[src/rtl/mult_pkg.sv]
// Shared constants and helpers for the shift-add multiplier (FSM, datapath, bench).
package mult_pkg;

    // Default operand width in bits.
    localparam int MULT_WIDTH = 8;

    // Width of a step counter that must hold values 0..width inclusive.
    function automatic int cnt_w(input int width);
        return $clog2(width + 1);
    endfunction

endpackage

[src/rtl/mult_step_counter.sv]
// Loadable down-counter that saturates at zero and flags the 1->0 transition.
module mult_step_counter #(
    parameter int CW = 4
) (
    input  logic          clk,
    input  logic          rst,
    input  logic          load,
    input  logic          dec,
    input  logic [CW-1:0] load_val,
    output logic [CW-1:0] cnt,
    output logic          zero,
    output logic          last_pulse
);

    logic [CW-1:0] cnt_reg;
    logic [CW-1:0] cnt_next;
    logic          last_reg;
    logic          last_next;

    // Next count: load wins, decrement only when non-zero so the count never wraps.
    always_comb begin
        cnt_next  = cnt_reg;
        last_next = 1'b0;
        if (load) begin
            cnt_next = load_val;
        end else if (dec && (cnt_reg != '0)) begin
            cnt_next  = cnt_reg - 1'b1;
            last_next = (cnt_reg == CW'(1));
        end
    end

    // Count and one-cycle completion flag registers.
    always_ff @(posedge clk) begin
        if (rst) begin
            cnt_reg  <= '0;
            last_reg <= 1'b0;
        end else begin
            cnt_reg  <= cnt_next;
            last_reg <= last_next;
        end
    end

    assign cnt        = cnt_reg;
    assign zero       = (cnt_reg == '0);
    assign last_pulse = last_reg;

endmodule

[src/rtl/mult_datapath.sv]
// Shift-add multiplier datapath: operand/accumulator registers, adder, step counter.
module mult_datapath
    import mult_pkg::*;
#(
    parameter int WIDTH = MULT_WIDTH
) (
    input  logic               clk,
    input  logic               rst,
    input  logic               en,
    input  logic               shift,
    input  logic [WIDTH-1:0]   a_in,
    input  logic [WIDTH-1:0]   b_in,
    output logic               stop,
    output logic [2*WIDTH-1:0] product,
    output logic               done
);

    localparam int CW = cnt_w(WIDTH);

    logic [WIDTH-1:0] m_reg, m_next;
    logic [WIDTH-1:0] q_reg, q_next;
    logic [WIDTH-1:0] a_reg, a_next;
    logic             c_reg, c_next;
    logic [WIDTH:0]   sum;
    logic [CW-1:0]    cnt;
    logic             zero;
    logic             step;

    mult_step_counter #(
        .CW(CW)
    ) u_step_counter (
        .clk        (clk),
        .rst        (rst),
        .load       (en),
        .dec        (shift),
        .load_val   (CW'(WIDTH)),
        .cnt        (cnt),
        .zero       (zero),
        .last_pulse (done)
    );

    // A step happens only when not loading and steps remain; extra shifts are ignored.
    assign step = shift && !en && (cnt != '0);

    // Adder plus load/step selection. C is zero between steps, so {C,A} is the
    // accumulator extended by one bit and the sum MSB lands in A's top bit.
    always_comb begin
        sum    = {c_reg, a_reg} + (q_reg[0] ? {1'b0, m_reg} : '0);
        m_next = m_reg;
        q_next = q_reg;
        a_next = a_reg;
        c_next = c_reg;
        if (en) begin
            m_next = a_in;
            q_next = b_in;
            a_next = '0;
            c_next = 1'b0;
        end else if (step) begin
            c_next = 1'b0;
            a_next = sum[WIDTH:1];
            q_next = {sum[0], q_reg[WIDTH-1:1]};
        end
    end

    // Operand, accumulator and carry registers.
    always_ff @(posedge clk) begin
        if (rst) begin
            m_reg <= '0;
            q_reg <= '0;
            a_reg <= '0;
            c_reg <= 1'b0;
        end else begin
            m_reg <= m_next;
            q_reg <= q_next;
            a_reg <= a_next;
            c_reg <= c_next;
        end
    end

    assign stop    = zero;
    assign product = {a_reg, q_reg};

endmodule
[config.mk]
export PLATFORM = sky130hd
export DESIGN_NAME = mult_datapath
export DESIGN_NICKNAME = d
export VERILOG_FILES = /design/src/rtl/mult_pkg.sv /design/src/rtl/mult_step_counter.sv /design/src/rtl/mult_datapath.sv
export SDC_FILE = /design/constraint.sdc
export NUM_CORES = 1
export LEC_CHECK = 0
export BUFFER_PORTS_ARGS = -buffer_cell sky130_fd_sc_hd__buf_2
export CORE_UTILIZATION = 52
export DETAILED_ROUTE_END_ITERATION = 7
export GPL_ROUTABILITY_DRIVEN = 0
export MAX_ROUTING_LAYER = met4
export PLACE_DENSITY = 0.78
export SLEW_MARGIN = 20
export SYNTH_ARGS = -nofsm -noshare
export SYNTH_HDL_FRONTEND = slang
export SYNTH_SLANG_ARGS = --single-unit
[constraint.sdc]
create_clock -name clk -period 2.5 [get_ports clk]
set_input_delay 0.75 -clock clk [delete_from_list [all_inputs] [get_ports clk]]
set_output_delay 0.75 -clock clk [all_outputs]
set_load 0.01 [all_outputs]
==> run metrics, run 1 <==
vias in the first global route approximately 1.3k; Tmin final approximately 2100 ps; CTS Sinks 29; DR pass1 iterations 4; Max-cap violations 0; most frequent cell after synthesis dfxtp_1; Pleak 0.847 nW; io pins 38; Setup Skew about 6.4 ps; synthesized area per cell 8.64 µm²; port bufs 37; Gate Count Post-Synth ~180; cts bufs inserted 5; Routed Antenna Nets 0; Psw 0.000265 W; antenna violations before repair 0; DP Wirelength 2440 µm; critical-path cell list and2_1 -> ha_1 -> fa_1 -> a211oi_1 -> o21ai_0 -> o21a_1 -> o211ai_1; Critical Path Slowest Stage Cell fa_1; Post-synth EDFFs 0; Post-synth top flop dfxtp_1; H-tree depth 2; clock share of power 37.9%; sequential-to-total area share from yosys stat 38.0%; FMAX 0.472 GHz; CP max FO 10; Tightest Pin Transition 437 ps; CP max stage delay 420 ps; Hold Crit Endpoint a_reg[2]; Initial Util 55.0%; average routed wire per standard cell 13.3 µm; Pwr Total ~0.0011 W; final setup fails 0; final hold violation count 0; Reg clk slew, reported paths 90 ps; R2R Path End a_reg[5]; clock root cell clkbuf_4; placed cell count 239; Post-CTS Setup Bufs 0; status completed; number of cell rows 19; hold-fix buffers at CTS 0; Die Width around 56 µm; Rel. slew slack a little over two thirds; Cell variety after synth 38; Synth top cells by count dfxtp_1, nor2_1, nand2_1; Max clock buf depth 2; period utilization 84.8%; hold_ws a little under 500 ps; Area after DPL about 1700 µm²; ant diodes 0; via count 1409; Comb power frac 14.3%; FFs w/ async S/R, synth 0%; Post-CTS Resized 0; CP Launch Point q_reg[0]; syn_nets around 210; GRT Overall Usage 23.1%; core region area 2780 µm²; Hold Crit Start a_reg[2]; layout cell share with drive strength beyond 1 23.6%; Yosys warnings 0; Skew-Pair Late Insertion Delay 320 ps; Setup crit start kind flop; Peak VDD IR 0.426 mV; largest net degree at the start of global routing 20; unrepaired setup endpoints after global routing false; synth-to-layout area growth 18.4%; Post-Syn Area 1530 µm²; Synth Register Bits 29; r2r setup slk 380 ps; Hold WC Path Type flop to flop; r2r startpoint q_reg[0]; global-route wire length before repair 5610 µm; Max Slew Vio Count 0; Starting DRT DRC Count 50; post-DR vias/cell 5.70; Sw Share between 20% and 30%; WL final 3290 µm; top cell type's share of synthesized area 38.0%; finished layout cell area 1810 µm²; Sequential Power Share 47.8%; Overflow after GRT 0; Power Internal 0.000789 W; Worst Path Required 2750 ps; WP data arrival about 2400 ps; cells on worst reg2reg path 7; Hold Path Cell Cnt 2; fin cells 247; fin nets 246; DRC viols 0; post-synth top area cell dfxtp_1; Synth area leaders dfxtp_1, ha_1, nor2_1; CTS tree done; Worst Setup Path Type flop to flop; area of the die 3160 µm²; CP Capture Type flop; PwrDens a little under 600 nW/µm²; Setup TNS 0 ps; DIE HEIGHT 56.2 µm
power groups by stage:
stage	Clock [W]	Combinational, W	Sequential [W]
floorplan	0	0.000100	0.000516
global placement	0	0.000146	0.000512
detailed placement	0	0.000150	0.000514
CTS	0.000406	0.000151	0.000504
global route	0.000429	0.000168	0.000507
finish	0.000400	0.000151	0.000504
worst max-delay path by stage:
stage | end | slack (ps)
after floorplan | a_reg[5] | 570
final | a_reg[5] | 380
after CTS | stop | 380
after detailed placement | a_reg[5] | 430
after global placement | a_reg[5] | 510
after global routing | stop | 280
metrics by stage:
stage,utilization [%],worst slack [ps]
2_1_floorplan,-,569
6_report,65.1,381
3_3_place_gp,62.0,507
3_5_place_dp,62.0,430
4_1_cts,65.1,375
5_1_grt,65.1,276
layout by cell type (no fill, tap or decap), types with 3 or more instances in the layout:
cell      netlist  routed
and2_1          9       9
buf_2           4      37
ha_1           10      10
mux2i_1         9       9
o21ai_0         4       4
a211oi_1        3       3
nand2_1        23      23
nor2_1         27      27
a21oi_1         8       8
nand3_1         6       6
a311oi_1        9       9
o211ai_1        5       5
clkbuf_4        0       5
dfxtp_1        29      29
buf_4           1       3
routing by layer:
metal  up-vias  share of wire, %  GRT usage [%]
li1        703                 -              -
met3         8               5.4           8.14
met2        43                48           36.2
met4         0               1.6           8.01
met1       655                45           27.6
met5         -                 0              -
worst max-delay path: cells and delay by family, from the launching register on:
| kind | cells | cell delay [ps] |
|---|---|---|
| AO/OA/AOI/OAI | 4 | 870 |
| adder cells (fa/ha/maj) | 2 | 620 |
| flip-flops | 1 | 380 |
| AND/OR/NAND/NOR | 1 | 190 |
cells by family (layout without fill, tap and decap cells):
group,Yosys count,count (layout),share of synthesized area (%)
AND/OR/NAND/NOR,75,75,22.8
AO/OA/AOI/OAI,37,37,17.6
flip-flops,29,29,38.0
buffers and inverters,12,51,4.01
adder cells (fa/ha/maj),11,11,9.49
multiplexers,9,9,5.89
XOR/XNOR,4,4,2.29
cell type report:
type	instances	area (µm²)
clock buffer	7	55.1
timing repair buffer	40	208
multi-input combinational	136	887
clock inverter	1	30.0
inverter	3	11.3
tap	31	38.8
sequential	29	581
fill	250	971
Note: power is estimated with default switching activity, not from simulation.
==> run 2, diff against run 1 <==
==> constraint.sdc (replaced) <==
create_clock -name clk -period 2 [get_ports clk]
set_input_delay 0.6 -clock clk [delete_from_list [all_inputs] [get_ports clk]]
set_output_delay 0.6 -clock clk [all_outputs]
set_load 0.01 [all_outputs]
==> run 2 against run 1 <==
  * Via count up 4.5%
  * Critical path type unchanged
  * Highest routed layer unchanged
  * Sequential power up 25%
  * Worst hold slack improved by 3.9 ps
==> run metrics, run 2 (synthesis gave the netlist of run 1 again) <==
met1 GRT Util 27.4% (-0.19 points); Setup crit start kind flop; CP Launch Point q_reg[0]; area of the multi-input gates 923 µm² (+4.1%); CP max FO 8 (-2); Die Width 56.2 µm (unchanged); period utilization 96.0% (+11 points); Setup Skew 18.2 ps (+11.8 ps); Peak VDD IR 0.551 mV (+29%); PwrDens 670 nW/µm² (+15%); Rel. slew slack 74.6% (+3.9 points); WL final 3600 µm (+9.3%); DRC viols 0 (unchanged); ant diodes 0 (unchanged); clock root cell clkbuf_4; hold_ws 487 ps (+3.90 ps); FF/Latch Area 583 µm² (+0.43%); fillers 238 (-4.8%); GRT Overall Usage 24.0% (+0.94 points); Pleak 0.881 nW (+4.0%); via count 1473 (+4.5%); commonest non-fill, non-tap cells in the layout buf_2, nor2_1, dfxtp_1; fin nets 253 (+2.8%); Max clock buf depth 2 (unchanged); largest net degree at the start of global routing 17 (-15%); status completed; Overflow after GRT 0 (unchanged); port bufs 37 (unchanged); DR pass1 iterations 4 (unchanged); final setup fails 0 (unchanged); final hold violation count 0 (unchanged); Tmin final 1920 ps (-199 ps); FMAX 0.521 GHz (+10%); Hold Crit Start a_reg[2]; io pins 38 (unchanged); CTS Sinks 29 (unchanged); Skew-Pair Late Insertion Delay 340 ps (+20 ps); Worst Setup Path Type flop to flop; Max Slew Vio Count 0 (unchanged); Initial Util 55.0% (unchanged); vias in the first global route 1382 (+5.1%); hold-fix buffers at CTS 0 (unchanged); Tightest Pin Transition 379 ps (-57.5 ps); Starting DRT DRC Count 41 (-18%); Top Usage Layer GRT met2; area of the die 3160 µm² (unchanged); r2r startpoint q_reg[0]; met2 usage 39.8% (+3.6 points); antenna violations before repair 0 (unchanged); synth-to-layout area growth 23.4%; Routed Antenna Nets 0 (unchanged); met3 Track Usage GR 5.58% (-2.6 points); global-route wire length before repair 5790 µm (+3.2%); Worst Path Required 2290 ps (-460 ps); core region area 2780 µm² (unchanged); H-tree depth 2 (unchanged); average routed wire per standard cell 14.2 µm (+6.3%); layout cell share with drive strength beyond 1 31.4% (+7.8 points); CTS tree done; CP Capture Type flop; unrepaired setup endpoints after global routing true; Setup TNS 0 ps (unchanged); DP Wirelength 2660 µm (+9.2%); Reg clk slew, reported paths 110 ps (+20 ps); WP data arrival 2210 ps (-150 ps); commonest non-fill, non-tap cell in the layout buf_2; number of cell rows 19 (unchanged); post-DR vias/cell 5.80 (+1.7%); Max-cap violations 0 (unchanged); cts bufs inserted 5 (unchanged); Hold WC Path Type flop to flop; DIE HEIGHT 56.2 µm (unchanged)
-- run 2: what timing repair did --
| action | CTS | global route |
|---|---|---|
| endpoints found under the setup margin | 2 | 13 |
| endpoints found under the hold margin | 0 | 0 |
| gates resized for setup | 2 | 12 |
| pin swaps | 0 | 1 |
| setup buffers | 0 | 0 |
-- run 2: power breakdown --
| part | internal [W] | switching [W] | leakage [nW] |
|---|---|---|---|
| registers | 0.000607 | 0.0000239 | 0.239 |
| clock network | 0.000204 | 0.000217 | 0.0413 |
| logic | 0.0000979 | 0.000114 | 0.601 |
| total | 0.000908 | 0.000355 | 0.881 |
-- run 2: area by class of cell --
| class | count | area share (%) |
|---|---|---|
| multi-input cells | 136 | 48.9 |
| clock inverters | 1 | 0.265 |
| repair buffers | 47 | 13.8 |
| clock buffers | 7 | 3.45 |
| inverters | 3 | 0.597 |
| flip-flops and latches | 29 | 30.9 |
| well taps | 31 | 2.06 |
-- run 2: worst paths after layout --
check                           slack (ps)        to  cells after the start
worst max-delay path                    80  a_reg[6]                      7
worst min-delay path                   490  a_reg[2]                      2
worst max register to register          80  a_reg[6]                      7
worst min register to register         490  a_reg[2]                      2
-- run 2: critical path, cell delays in order (launching register included) --
cell	delay, ps
dfxtp_1	360
buf_4	150
and2_1	150
ha_1	320
a21oi_2	210
o21ai_0	120
or4_1	470
nand3_1	90
-- run 2: layer usage --
| metal | part of all wire (%) | vias up | routed length, µm |
|---|---|---|---|
| li1 | - | 718 | - |
| met1 | 43 | 696 | 1560 |
| met2 | 50 | 48 | 1780 |
| met3 | 5.2 | 11 | 186 |
| met4 | 1.9 | 0 | 70 |
| met5 | 0 | - | 0 |
-- run 2: stage by stage --
| step | std cells | util, % | instance area [µm²] | setup WS [ps] | power (W) |
|---|---|---|---|---|---|
| finish | 254 | 67.8 | 1890 | 79.5 | 0.00126 |
| global route | 254 | 67.8 | 1890 | -10.1 | 0.00131 |
| CTS | 254 | 66.6 | 1850 | 18.8 | 0.00125 |
| detailed placement | 246 | 63.9 | 1780 | -78.7 | 0.000845 |
| global placement | 246 | 63.9 | 1780 | 20.6 | 0.000837 |
| floorplan | 177 | - | 1530 | 69.0 | 0.000770 |
